`config.mk`:
```
export PLATFORM = sky130hd
export DESIGN_NAME = sr_excitation_driver
export DESIGN_NICKNAME = d
export VERILOG_FILES = /design/src/rtl/sr_excitation_driver.sv
export SDC_FILE = /design/constraint.sdc
export NUM_CORES = 1
export LEC_CHECK = 0
export CORE_ASPECT_RATIO = 0.75
export CORE_MARGIN = 1
export CORE_UTILIZATION = 40
export CTS_CLUSTER_DIAMETER = 80
export CTS_CLUSTER_SIZE = 25
export DETAILED_ROUTE_END_ITERATION = 12
export PLACE_DENSITY_LB_ADDON = 0.1
export SYNTH_ARGS = -nofsm -noshare
export SYNTH_HDL_FRONTEND = slang
export SYNTH_SLANG_ARGS = --single-unit
```
`constraint.sdc`:
```
create_clock -name clk -period 1.6 [get_ports clk]
set_input_delay 0.24 -clock clk [delete_from_list [all_inputs] [get_ports clk]]
set_output_delay 0.24 -clock clk [all_outputs]
set_load 0.01 [all_outputs]
```
`src/rtl/sr_excitation_driver.sv`:
```
// sr_excitation_driver: drives an SR flip-flop bank to a target via excitation, verifies Q and retries.
module sr_excitation_driver #(
    parameter int WIDTH     = 8,
    parameter int MAX_RETRY = 3
) (
    input  logic             clk,
    input  logic             rst_n,
    input  logic             req_valid,
    output logic             req_ready,
    input  logic [WIDTH-1:0] req_data,
    input  logic [WIDTH-1:0] q_fb,
    output logic [WIDTH-1:0] S,
    output logic [WIDTH-1:0] R,
    output logic             busy,
    output logic             done,
    output logic             err
);
    localparam int RW = MAX_RETRY > 0 ? $clog2(MAX_RETRY + 1) : 1;

    typedef enum logic [1:0] {IDLE, DRIVE, CHECK} state_t;

    state_t           state, state_nx;
    logic [WIDTH-1:0] target, target_nx, s_nx, r_nx, src;
    logic [RW-1:0]    retry, retry_nx;
    logic             accept, hit, retry_left, reload, done_nx, err_nx;

    assign req_ready  = state == IDLE;
    assign busy       = state != IDLE;
    assign accept     = req_valid & req_ready;
    assign hit        = q_fb == target;
    assign retry_left = retry < RW'(MAX_RETRY);
    assign reload     = state == CHECK && !hit && retry_left;

    always_ff @(posedge clk or negedge rst_n)
        if (!rst_n) state <= IDLE;
        else        state <= state_nx;

    always_comb begin
        state_nx = state;
        case (state)
            IDLE:    state_nx = accept ? DRIVE : IDLE;
            DRIVE:   state_nx = CHECK;
            CHECK:   state_nx = reload ? DRIVE : IDLE;
            default: state_nx = IDLE;
        endcase
    end

    // S and R come from disjoint masks of the same src/q_fb pair, so they can never overlap.
    always_comb begin
        src       = accept ? req_data : target;
        s_nx      = (accept || reload) ? (src & ~q_fb) : '0;
        r_nx      = (accept || reload) ? (~src & q_fb) : '0;
        target_nx = accept ? req_data : target;
        retry_nx  = accept ? '0 : reload ? retry + RW'(1) : retry;
        done_nx   = state == CHECK && (hit || !retry_left);
        err_nx    = state == CHECK && !hit && !retry_left;
    end

    always_ff @(posedge clk or negedge rst_n)
        if (!rst_n) begin
            S      <= '0;
            R      <= '0;
            target <= '0;
            retry  <= '0;
            done   <= 1'b0;
            err    <= 1'b0;
        end else begin
            S      <= s_nx;
            R      <= r_nx;
            target <= target_nx;
            retry  <= retry_nx;
            done   <= done_nx;
            err    <= err_nx;
        end
endmodule

```
# Word level (Yosys, flattened, before mapping)
# Index checks and enable logic that the tools add are counted.
[totals] register_bits=30 output_inout_bits=20
[op_classes] n_addsub=1 magnitude_cmp=1 n_eq_ne=3 muxes=8 bitwise=5 reduce_logical=11
[ops] cell="$mux 8" n=3
[ops] cell="$and 8x8->8" n=2
[ops] cell="$not 8->8" n=2
[ops] cell="$eq 8x8->1" n=1
[ops] cell="$pmux 2 s3" n=1
[ops] cell="$logic_and 1x1->1" n=4
[ops] cell="$mux 2" n=2
[ops] cell="$reduce_bool 2->1" n=2
[ops] cell="$add 2x1->2 const B" n=1
[ops] cell="$eq 2x1->1 const B" n=1
[ops] cell="$eq 2x2->1 const B" n=1
[ops] cell="$logic_not 1->1" n=2
[ops] cell="$logic_not 2->1" n=1
[ops] cell="$logic_or 1x1->1" n=2
[ops] cell="$lt 2x2->1 const B" n=1
[ops] cell="$mux 1" n=2
[ops] cell="$and 1x1->1" n=1

# Longest topological paths before layout
[depth] depth_word=6 depth_mapped=6 ltp_nobuf=4

# Worst setup path after synthesis
# OpenSTA, ideal clock, no wires.
[synth_path] path_type="reg-to-reg" from="register target[2]" to="register retry[0]" setup_time_ns=0.079 t_arrival_ns=1.365 path_slack_ns=0.156 stages_incl_launch_ff=6 n_path_buf=1 period_less_slack_ns=1.444 cell_sequence="dfrtp_1 xnor2_1 nand4_1 o211ai_4 buf_6 mux2i_1"
[synth_between] elab_chain_len=5
[synth_rtl] item="start, declared" line_no="23" rtl="logic [WIDTH-1:0] target, target_nx, s_nx, r_nx, src;"
[synth_rtl] item="start signal, assigned" line_no="70" rtl="target <= target_nx;"
[synth_rtl] item="$eq 8x8->1" line_no="30" rtl="assign hit = q_fb == target;"
[synth_rtl] item="$logic_not 1->1" line_no="32" rtl="assign reload = state == CHECK && !hit && retry_left;"
[synth_rtl] item="$logic_and 1x1->1 (2 in series)" line_no="32"
[synth_rtl] item="$reduce_bool 2->1 (no source line)"
[synth_rtl] item="end signal, assigned" line_no="71" rtl="retry <= retry_nx;"
[synth_rtl] item="end, declared" line_no="24" rtl="logic [RW-1:0] retry, retry_nx;"
# No other way between the ends.
# A chain may end at the register's enable or synchronous reset.

# Worst setup path after layout
[layout_path] from="register target[3]" to="register R[2]"
[layout_between] elab_chain_len=6
[layout_rtl] item="$eq 8x8->1" line_no="30"
[layout_rtl] item="$logic_not 1->1" line_no="32"
[layout_rtl] item="$logic_and 1x1->1 (2 in series)" line_no="32"
[layout_rtl] item="$logic_or 1x1->1" line_no="52" rtl="r_nx = (accept || reload) ? (~src & q_fb) : '0;"
[layout_rtl] item="$mux 8" line_no="52"
[layout_rtl] item="via r_nx[2]" line_no="23"
[layout_rtl] item="end signal, assigned" line_no="69" rtl="R <= r_nx;"
[layout_rtl] item="end, declared" line_no="13" rtl="output logic [WIDTH-1:0] R,"
# The timed path passes the listed nets, and every way through them passes these cells.

==> flow_summary.ini <==
[min_path]
worstHoldPathType = in -> async

[synthesis]
syn_area_per_cell_um2 = 9.93
synth_common_cells = dfrtp_1, nand2_1, nand3_1
syn_nets = 156
synthMostInstantiatedCell = dfrtp_1
yosys_register_bits = 30
synth-main-ff-cell = dfrtp_1
syn_inst = 136
synth_area_leaders = dfrtp_1, nand2_1, nand3_1
synth-seq-area-share_pct = 55.6
synth_edf_count = 0
synth_top_area_share_pct = 55.6
syn-cell-area_um2 = 1350
synth_cell_types = 20
synthArstFlopShare_pct = 100
synth_top_area_cell = dfrtp_1
yosys_warnings = 0

[cts]
clkTransAtPathRegs_ns = 0.06
cts_buffer_depth = 2
cts-root-buf = clkbuf_8
insertion_delay_ns = 0.28
cts_tree = done
cts_max_level = 2
cts_made_buffers = 5
holdBufCountCts = 0
cts_setup_buffers = 0
cts.sinks = 30

[setup_path]
r2r-end = R[2]
r2r_slack_ns = 0.13
end_kind = flip-flop
slowest_stage = dfrtp_1
r2r_cells = 5
crit_family = flip-flops
criticalPathCategory = reg -> reg
crit_arrival_ns = 1.62
cp-start-kind = flip-flop
worst-path-buf-inv = 1
crit_fanout = 8
r2r-start = target[3]
max_stage_delay_ns = 0.42
worstPathCellList = xnor2_1 -> nand4_1 -> o211ai_4 -> buf_4 -> o41ai_1
required_ns = 1.75

[floorplanning]
num_rows = 17
die_w_um = 69.1
die_area_um2 = 3610
die_h_um = 52.3
initial_core_util_pct = 43.8
io_pins = 39
coreArea_um2 = 3080

[global_routing]
grt_max_degree = 31
grt_usage_pct = 17.3
grt_pass1_wl_mm = 4.62
gr-total-overflow = 0
grt_pass1_vias = 1051
antenna_found_initial = 0

[timing]
hold_viol_final = 0
min_period_ns = 1.47
worstMarginPinSlew_ns = 0.373
clock_skew_ns = 0.00438
period_share_pct = 92.0
setup_violations = 0
fmax_mhz = 679
rsz0062_at_grt = no
final-max-slew-violation-count = 0
slew_headroom_pct = 75.1

[drt]
wl_mm = 2.74
routed_via_density = 5.04
drcViolationCount = 0
drtPass1Iterations = 4
wire_per_inst_um = 12.4
via_count = 1108
antenna_left = 0
drt_iter0_drc = 67

[place]
io_buffers = 38
dpl_cell_area_um2 = 1830
gp_congestion = 0.753
place_hpwl_mm = 1.89

[cells_and_area]
final_nets = 201
fin_util_pct = 62.5
fin_area_um2 = 1930
area_growth_pct = 42.8
drive_gt1_share_pct = 8.79
num_antenna_cells = 0

[power_and_ir_drop]
p_per_area_nw_per_um2 = 1550
ir_worst_vdd_mv = 0.848
p_leak_uw = 0.000909

[job]
maxCapViolations = 0

[run_status]
status = finished clean
[worst max path at each step]
stage | startpoint | to | slack [ns] | cells past startpoint
floorplan | target[2] | retry[0] | 0.16 | 5
finish | target[3] | R[2] | 0.13 | 5
global route | target[3] | S[2] | 0.01 | 5
CTS | state[0] | busy | 0.001 | 3
global placement | q_fb[3] | retry[1] | -0.14 | 6
detailed placement | q_fb[3] | S[7] | -0.15 | 6
[per-stage QoR]
stage                     setup WS [ns]  hold WS [ns]  cells  power, uW  setup TNS [ns]
after floorplan                   0.156       -0.0556    136       1830               0
final                             0.128         0.344    220       3000               0
after global placement           -0.136         0.435    212       2350           -2.18
after global routing             0.0105         0.407    220       3190               0
after CTS                      0.000958         0.363    220       3000               0
after detailed placement         -0.153         0.444    212       2380           -2.38
[logic make-up after synthesis]
group           Yosys count  synth area share, %
xor+xnor                  8                 5.19
flops                    30                 55.6
buf+inv                  17                 5.65
fa+ha+maj                 1                0.927
compound gates           18                 10.3
mux                       2                 1.48
simple gates             60                 20.9
[cell type report]
| type | count | area [um2] |
|---|---|---|
| Clock buffer | 7 | 86.3 |
| Fill cell | 253 | 1160 |
| Inverter | 11 | 41.3 |
| Clock inverter | 1 | 5.00 |
| Sequential cell | 30 | 751 |
| Multi-Input combinational cell | 89 | 533 |
| Tap cell | 38 | 47.5 |
| Timing Repair Buffer | 44 | 464 |
[layer usage]
layer / track usage [%] / part of all wire, % / vias to the layer above
li1: - / - / 552
met5: 0 / 0 / -
met3: 5.96 / 6.8 / 8
met1: 19.6 / 47 / 508
met2: 28.3 / 44 / 40
met4: 11.2 / 2.5 / 0
[state kept, by name, summed over array words and instances, names as in the netlist]
register  cells
state         2
retry         2
R             8
S             8
target        8
done          1
err           1
[layout by cell type (no fill, tap or decap), types with 2 or more instances in the layout]
master	Yosys	routed
clkdlybuf4s50_1	0	36
dfrtp_1	30	30
nand2_1	28	28
nand3_1	16	16
inv_1	11	11
xnor2_1	8	8
or3_1	8	8
o41ai_1	8	8
o21ai_0	8	8
clkbuf_8	0	6
buf_4	0	3
buf_12	0	3
nand4_1	2	2
mux2i_1	2	2
[timing repair]
| item | CTS | global route |
|---|---|---|
| gates resized for setup | 2 | 3 |
| pin swaps | 1 | 0 |
| setup endpoints to repair | 2 | 1 |
[power breakdown]
group | internal, uW | switching [uW] | total [uW] | leakage [uW]
Clock | 346 | 274 | 620 | 0.0000482
Sequential | 992 | 186 | 1180 | 0.000396
Combinational | 629 | 570 | 1200 | 0.000465
Total | 1970 | 1030 | 3000 | 0.000909
No activity file was read; power rests on OpenSTA's default activity.
